$ cat src/rtl/exe_operand_forward.sv
// Operand forwarding stage for one execute-path source operand (rs1 or rs2).
// Picks the operand from the register file or the youngest matching forwarding
// source, registers it at the ID/EX boundary, and keeps snooping the forwarding
// buses while stalled so a held operand can still pick up late results.
module exe_operand_forward #(
  parameter int unsigned DATA_W  = 32,
  parameter int unsigned REG_AW  = 5,
  parameter int unsigned NUM_SRC = 3,
  parameter int unsigned SEL_W   = $clog2(NUM_SRC + 1)
) (
  input  logic                        clk,
  input  logic                        rst_n,
  input  logic                        stall_i,
  input  logic                        flush_i,
  input  logic                        in_valid_i,
  input  logic [REG_AW-1:0]           rs_addr_i,
  input  logic [DATA_W-1:0]           rf_data_i,
  input  logic [NUM_SRC-1:0]          fwd_valid_i,
  input  logic [NUM_SRC*REG_AW-1:0]   fwd_addr_i,
  input  logic [NUM_SRC*DATA_W-1:0]   fwd_data_i,
  output logic [DATA_W-1:0]           operand_o,
  output logic                        out_valid_o,
  output logic [SEL_W-1:0]            fwd_sel_o,
  output logic                        snoop_hit_o
);

  logic [DATA_W-1:0] operand_q, operand_d;
  logic [SEL_W-1:0]  sel_q, sel_d;
  logic              valid_q, valid_d;
  logic              hit_q, hit_d;
  logic [REG_AW-1:0] addr_q, addr_d;

  logic [DATA_W-1:0] cap_data;
  logic [SEL_W-1:0]  cap_sel;
  logic [DATA_W-1:0] snp_data;
  logic [SEL_W-1:0]  snp_sel;
  logic              snp_match;

  // Capture select for the incoming address; walk from the oldest source down so
  // the lowest matching index overwrites last and wins. x0 always reads as zero.
  always_comb begin
    cap_data = rf_data_i;
    cap_sel  = '0;
    for (int i = int'(NUM_SRC) - 1; i >= 0; i--) begin
      if (fwd_valid_i[i] && (fwd_addr_i[i*REG_AW +: REG_AW] == rs_addr_i)) begin
        cap_data = fwd_data_i[i*DATA_W +: DATA_W];
        cap_sel  = SEL_W'(i + 1);
      end
    end
    if (rs_addr_i == '0) begin
      cap_data = '0;
      cap_sel  = '0;
    end
  end

  // Snoop select against the held address; only a forwarding hit matters here,
  // the register file is never re-read during a stall.
  always_comb begin
    snp_data  = '0;
    snp_sel   = '0;
    snp_match = 1'b0;
    for (int i = int'(NUM_SRC) - 1; i >= 0; i--) begin
      if (fwd_valid_i[i] && (fwd_addr_i[i*REG_AW +: REG_AW] == addr_q)) begin
        snp_data  = fwd_data_i[i*DATA_W +: DATA_W];
        snp_sel   = SEL_W'(i + 1);
        snp_match = 1'b1;
      end
    end
    if (addr_q == '0) begin
      snp_data  = '0;
      snp_sel   = '0;
      snp_match = 1'b0;
    end
  end

  // Next-state: flush beats stall, stall beats advance.
  always_comb begin
    operand_d = operand_q;
    sel_d     = sel_q;
    valid_d   = valid_q;
    addr_d    = addr_q;
    hit_d     = 1'b0;
    if (flush_i) begin
      operand_d = '0;
      sel_d     = '0;
      valid_d   = 1'b0;
    end else if (stall_i) begin
      if (valid_q && snp_match) begin
        operand_d = snp_data;
        sel_d     = snp_sel;
        hit_d     = 1'b1;
      end
    end else begin
      addr_d    = rs_addr_i;
      operand_d = cap_data;
      sel_d     = cap_sel;
      valid_d   = in_valid_i;
    end
  end

  // ID/EX boundary registers.
  always_ff @(posedge clk or negedge rst_n) begin
    if (!rst_n) begin
      operand_q <= '0;
      sel_q     <= '0;
      valid_q   <= 1'b0;
      hit_q     <= 1'b0;
      addr_q    <= '0;
    end else begin
      operand_q <= operand_d;
      sel_q     <= sel_d;
      valid_q   <= valid_d;
      hit_q     <= hit_d;
      addr_q    <= addr_d;
    end
  end

  assign operand_o   = operand_q;
  assign fwd_sel_o   = sel_q;
  assign out_valid_o = valid_q;
  assign snoop_hit_o = hit_q;

endmodule

$ cat config.mk
export PLATFORM = sky130hd
export DESIGN_NAME = exe_operand_forward
export DESIGN_NICKNAME = d
export VERILOG_FILES = /design/src/rtl/exe_operand_forward.sv
export SDC_FILE = /design/constraint.sdc
export NUM_CORES = 1
export LEC_CHECK = 0
export ABC_AREA = 1
export CAP_MARGIN = 20
export CELL_PAD_IN_SITES_DETAIL_PLACEMENT = 1
export CELL_PAD_IN_SITES_GLOBAL_PLACEMENT = 1
export CORE_MARGIN = 4
export CORE_UTILIZATION = 25
export DETAILED_ROUTE_END_ITERATION = 6
export HOLD_SLACK_MARGIN = 0.12
export PLACE_DENSITY_LB_ADDON = 0.1
export SLEW_MARGIN = 20
export SYNTH_ARGS = -nofsm -noshare
export SYNTH_HDL_FRONTEND = slang
export SYNTH_SLANG_ARGS = --single-unit
$ cat constraint.sdc
create_clock -name clk -period 1.8 [get_ports clk]
set_input_delay 0.54 -clock clk [delete_from_list [all_inputs] [get_ports clk]]
set_output_delay 0.54 -clock clk [all_outputs]
set_load 0.02 [all_outputs]
* Word level (Yosys, flattened, before mapping)
Cells that the tools add are included.
Storage, ports and cells: register bits after elaboration 41, latch bits 0, memory bits (writable) 0, memory bits (read-only) 0, bits of input ports 156, output and inout port bits 36, logic and storage cells 56, memories kept 0
Cells by class: add/subtract/negate cells 0, $mul 0, divide/modulo/power cells 0, order comparisons 0, equal/unequal tests 8, shifts and indexed selects 0, mux-type cells 31, bitwise gates (word level) 2, reductions and logical operators 10
Operators by type and width (number):
- 32-bit 2-to-1 mux | 11
- 5-bit == test | 6
- 2-bit 2-to-1 mux | 11
- 5-bit zero test | 2
- 1-bit 2-to-1 mux | 9
- 1-bit logical AND | 7
- 3-bit by 1-bit inequality test with 1-bit output, second input constant | 1
- 2-bit by 1-bit inequality test with 1-bit output, second input constant | 1
- 1-bit inverter | 2
- 2-bit AND reduction | 1

* Longest topological paths before layout
Gate-level depths: netlist of the first run.
depth in word-level cells 10, gate-level depth with buffers 14, gate-level depth less buffers 12

* Worst setup path before layout of the first run
No wires, ideal clock.
kind input port to flip-flop, start point input port rs_addr_i[2], end point register operand_q[11] (netlist: operand_o[11]), setup time 0.117 ns, data arrival time 1.518 ns, path slack 0.165 ns, cell stages on the path 9, path buffers 1, path through nor3_1 -> nand3_1 -> nand2_1 -> inv_1 -> buf_2 -> o21ai_1 -> nor2_2 -> nor2_1 -> nor2_1
On the way: word-level cells in the longest chain between the ends 8
RTL lines:
- from (decl) | line 16 | input logic [REG_AW-1:0] rs_addr_i,
- 5-bit == test | line 45 | if (fwd_valid_i[i] && (fwd_addr_i[i*REG_AW +: REG_AW] == rs_addr_i)) begin
- 1-bit logical AND | line 45
- 32-bit 2-to-1 mux (3 in a row) | line 45
- 32-bit 2-to-1 mux (*) | line 50 | if (rs_addr_i == '0) begin
- 32-bit 2-to-1 mux (*) | line 87 | end else if (stall_i) begin
- 32-bit 2-to-1 mux (*) | line 83 | if (flush_i) begin
- to (signal assigned) | line 110 | operand_q <= operand_d;
- to (decl) | line 27 | logic [DATA_W-1:0] operand_q, operand_d;
Mark *: on every way between the ends. The rest lies on a longest branch, timed or not. A chain may end at the register's enable or synchronous reset.

* Worst setup path after layout of the first run
start point register addr_q[3], end point register operand_q[13] (netlist: operand_o[13])
On the way: word-level cells in the longest chain between the ends 9
RTL lines:
- from (decl) | line 31 | logic [REG_AW-1:0] addr_q, addr_d;
- from (signal assigned) | line 114 | addr_q <= addr_d;
- 5-bit == test | line 63 | if (fwd_valid_i[i] && (fwd_addr_i[i*REG_AW +: REG_AW] == addr_q)) begin
- 1-bit logical AND | line 63
- 32-bit 2-to-1 mux (3 in a row) | line 63
- 32-bit 2-to-1 mux | line 69 | if (addr_q == '0) begin
- 32-bit 2-to-1 mux | line 88 | if (valid_q && snp_match) begin
- 32-bit 2-to-1 mux | line 87
- 32-bit 2-to-1 mux | line 83
Parallel ways exist; a longest one is shown, timed or not. The select of a mux whose other input is x is not followed.

==> impl_metrics.csv, run 1 <==
group,metric,value,unit
clocking,cts_made_buffers,5,
clocking,clk_latency,300,ps
sta,finalHoldViolations,0,
worst_setup_path,crit_fanout,5,
power_and_ir_drop,intPower,2440,uW
run_status,status,"finished with violations",
sta,fmax,0.531,GHz
synthesis,synthAdderAreaFrac,0,%
routing,wl_per_cell,17.9,um
synthesis,synth_area_per_cell,5.28,sq um
sta,maxSlewHeadroom,81.0,%
synthesis,ys_seq_area_share,21.7,%
placed_design,dp_cells,1341,
synthesis,ys.flop_type,"dfrtp_1",
clocking,cts_hold_buf,0,
layout,fin_util,46.0,%
routing,ant_nets,0,
global_route,grtUsageTotal,22.0,%
synthesis,synth_top_family_by_area,"simple AND/OR/NAND/NOR gates",
placed_design,dp.final_hpwl,16.4,mm
layout,drive_gt1_share,19.8,%
synthesis,yosysMostFrequentCell,"nand2_1",
placed_design,port_buffers,191,
synthesis,synthTopCellsByArea,"dfrtp_1, nand2_1, nor2_1",
synthesis,yosys.area.top_type_share,21.7,%
floorplan,rows,50,
power_and_ir_drop,sw_frac_of_total,36.7,%
power_and_ir_drop,power.leakage,0.00468,uW
synthesis,ys_ff_latch,41,
synthesis,syn_nets,1052,
worst_setup_path,critPathSlowestCell,"dfrtp_2",
run_status,failed_checks,"negative setup slack",
power_and_ir_drop,p_comb_share,45.8,%
sta,fin_crit_sh,105,%
sta,slew_violations,0,
power_and_ir_drop,p_per_area,449,nW/um^2
global_route,gr-total-overflow,0,
sta,worst_slew_pin_slew,286,ps
placed_design,place_ws,-744,ps
synthesis,synthArstFlopShare,100,%
clocking,clock-root-buffer,"clkbuf_16",
clocking,htreeDepth,2,
worst_setup_path,max_stage_delay,470,ps
synthesis,syn-cell-area,4730,sq um
clocking,clk_pin_slew_worst_paths,70,ps
synthesis,synthDistinctLibCells,27,
synthesis,synth_edf_count,0,
floorplan,fp.dieH,146,um
worst_hold_path,hold_class,"input port to asynchronous set/reset pin",
worst_setup_path,crit_chain,"buf_6 > nand2_2 > nand2_1 > nor2_1 > nand3_2 > buf_6 > nand3_4 > nand2_4 > nand2_8 > buf_12 > clkbuf_16 > nand2_2 > nand2_1",
sta,layout_setup_ws,-81.8,ps
routing,first_iter_violations,283,
power_and_ir_drop,irDropWorstVdd,0.000351,V
synthesis,synth-compound-area-share,7.43,%
layout,areaGrowthSynthToFinish,81.1,%
clocking,cts_tree,"yes",
power_and_ir_drop,p_seq_share,27.7,%
worst_setup_path,r2r_start,"addr_q[3]",
global_route,grt_pass1_wl,37.4,mm
clocking,numClockSinks,41,
synthesis,synth_cells,896,
worst_setup_path,criticalPathCategory,"flop to flop",
placed_design,postPlaceCellArea,7400,sq um
synthesis,synth-simple-area-share,57.2,%
synthesis,yosys_warnings,0,
synthesis,synth_common_cells,"nand2_1, nor2_1, nand3_1",
routing,drt-pass1-iter-count,4,
floorplan,core_area,18600,sq um
worst_setup_path,end_kind,"flop",
floorplan,start_util,25.4,%
job,maxCapViolations,0,
layout,n_antenna_cell,0,
worst_setup_path,ff2ff_path_depth,13,
layout,finalNonFillerCells,1400,
global_route,grt_pass1_vias,6825,
global_route,antenna_found_initial,2,
worst_setup_path,critPathLaunchType,"flop",
worst_setup_path,path_buf_inv,4,
sta,skew,8.50,ps
worst_setup_path,crit_family,"simple AND/OR/NAND/NOR gates",
power_and_ir_drop,power.clock.fraction,26.5,%
layout,design_area,8570,sq um
synthesis,synth_xor_area_share,0.370,%
floorplan,die_area,21200,sq um
routing,wirelength,25.1,mm
sta,rsz0062_at_grt,"yes",
routing,vias,6690,
power_and_ir_drop,finalPower,3850,uW
synthesis,synth_top_area_cell,"dfrtp_1",
routing,vias_per_cell,4.78,
power_and_ir_drop,switching_power,1410,uW
global_route,grt_max_degree,70,
worst_setup_path,crit_arrival,2120,ps
sta,period_minus_slack,1880,ps
clocking,cts.path.max_buffers,2,
routing,drc,0,
placed_design,routabilityCongestion,0.795,
floorplan,io_pins,192,
floorplan,die_w,146,um
worst_setup_path,rr_endpoint,"operand_o[13]",
worst_setup_path,crit_required,2040,ps
sta,setup_viol,34,
layout,nets,1321,
worst_setup_path,r2r_setup_slack,-80,ps
synthesis,synth_mux_area_share,0,%
-- cells by family after synthesis --
| logic type | after synthesis |
|---|---|
| AOI/OAI and AO/OA | 68 |
| and+or+nand+nor | 650 |
| buffers and inverters | 135 |
| DFF | 41 |
| xor gates and xnor gates | 2 |
-- final cells by class --
cell class | instances | area (sq um)
repair buffers | 310 | 3470
clock buffers | 6 | 139
multi-input cells | 720 | 3250
clock inverters | 2 | 13.8
inverters | 85 | 349
well taps | 234 | 293
flip-flops and latches | 41 | 1030
fillers | 2478 | 10100
repair inverters | 2 | 25.0
-- placed cells by master (no fill, tap or decap), types with 3 or more instances in the layout --
cell,n
nand2_1,255
clkdlybuf4s50_1,132
inv_1,68
nand3_1,130
nand2_2,19
inv_2,13
a21oi_1,36
buf_16,9
dfrtp_1,39
nor2_1,200
buf_8,3
o21ai_1,21
buf_12,25
clkdlybuf4s15_2,5
clkdlybuf4s15_1,3
o21ai_0,5
clkbuf_16,13
buf_4,60
nand3_2,8
clkbuf_2,5
dlygate4sd2_1,37
nor2_2,27
buf_6,13
buf_2,6
-- per-layer routing --
layer	share of wire (%)	up-vias	GRT usage (%)	wire length, um
li1	-	3350	-	-
met3	5.6	21	4.02	1420
met2	47	169	37.0	11900
met1	45	3146	29.6	11400
met5	0.11	-	0	27
met4	1.5	4	4.42	367
-- what timing repair did --
| item | in CTS | in global routing |
|---|---|---|
| gates cloned | 12 | 12 |
| pin swaps | 28 | 14 |
| resized for setup | 156 | 43 |
| buffers inserted | 24 | 4 |
| setup endpoints to repair | 67 | 36 |
-- per-stage QoR --
stage                     setup TNS (ps)  hold slack (ps)
after global placement            -22200              462
after detailed placement          -23460              464
after floorplan                        0              244
final                              -1260              196
after CTS                           -776              223
after global routing               -5080              217
-- how the worst max path moves through the flow --
| stage | to | depth (start not counted) | slack, ps | start |
|---|---|---|---|---|
| finish | operand_o[13] | 13 | -80 | addr_q[3] |
| CTS | operand_o[7] | 13 | -50 | addr_q[3] |
| global route | operand_o[4] | 13 | -180 | addr_q[1] |
| detailed placement | operand_o[16] | 15 | -740 | fwd_addr_i[1] |
| floorplan | operand_o[11] | 9 | 160 | rs_addr_i[2] |
| global placement | operand_o[7] | 14 | -690 | fwd_addr_i[1] |
-- power groups by stage --
stage	Combinational (uW)	Sequential (uW)	Clock, uW
floorplan	595	1160	0
global placement	1550	1090	0
detailed placement	1560	1090	0
CTS	1690	1070	1050
global route	1930	1080	1080
finish	1760	1070	1020
-- sequential cells by signal, summed over array words and instances, names as in the netlist --
name and flops:
addr_q 5, out_valid_o 1, operand_o 32, snoop_hit_o 1, fwd_sel_o 2
No activity file was read; power rests on OpenSTA's default activity.
==> run 2, diff against run 1 <==
- CAP_MARGIN: 20 -> 25
==> results of run 2 <==
Final layout, timing and power as in run 1 (identical DEF).
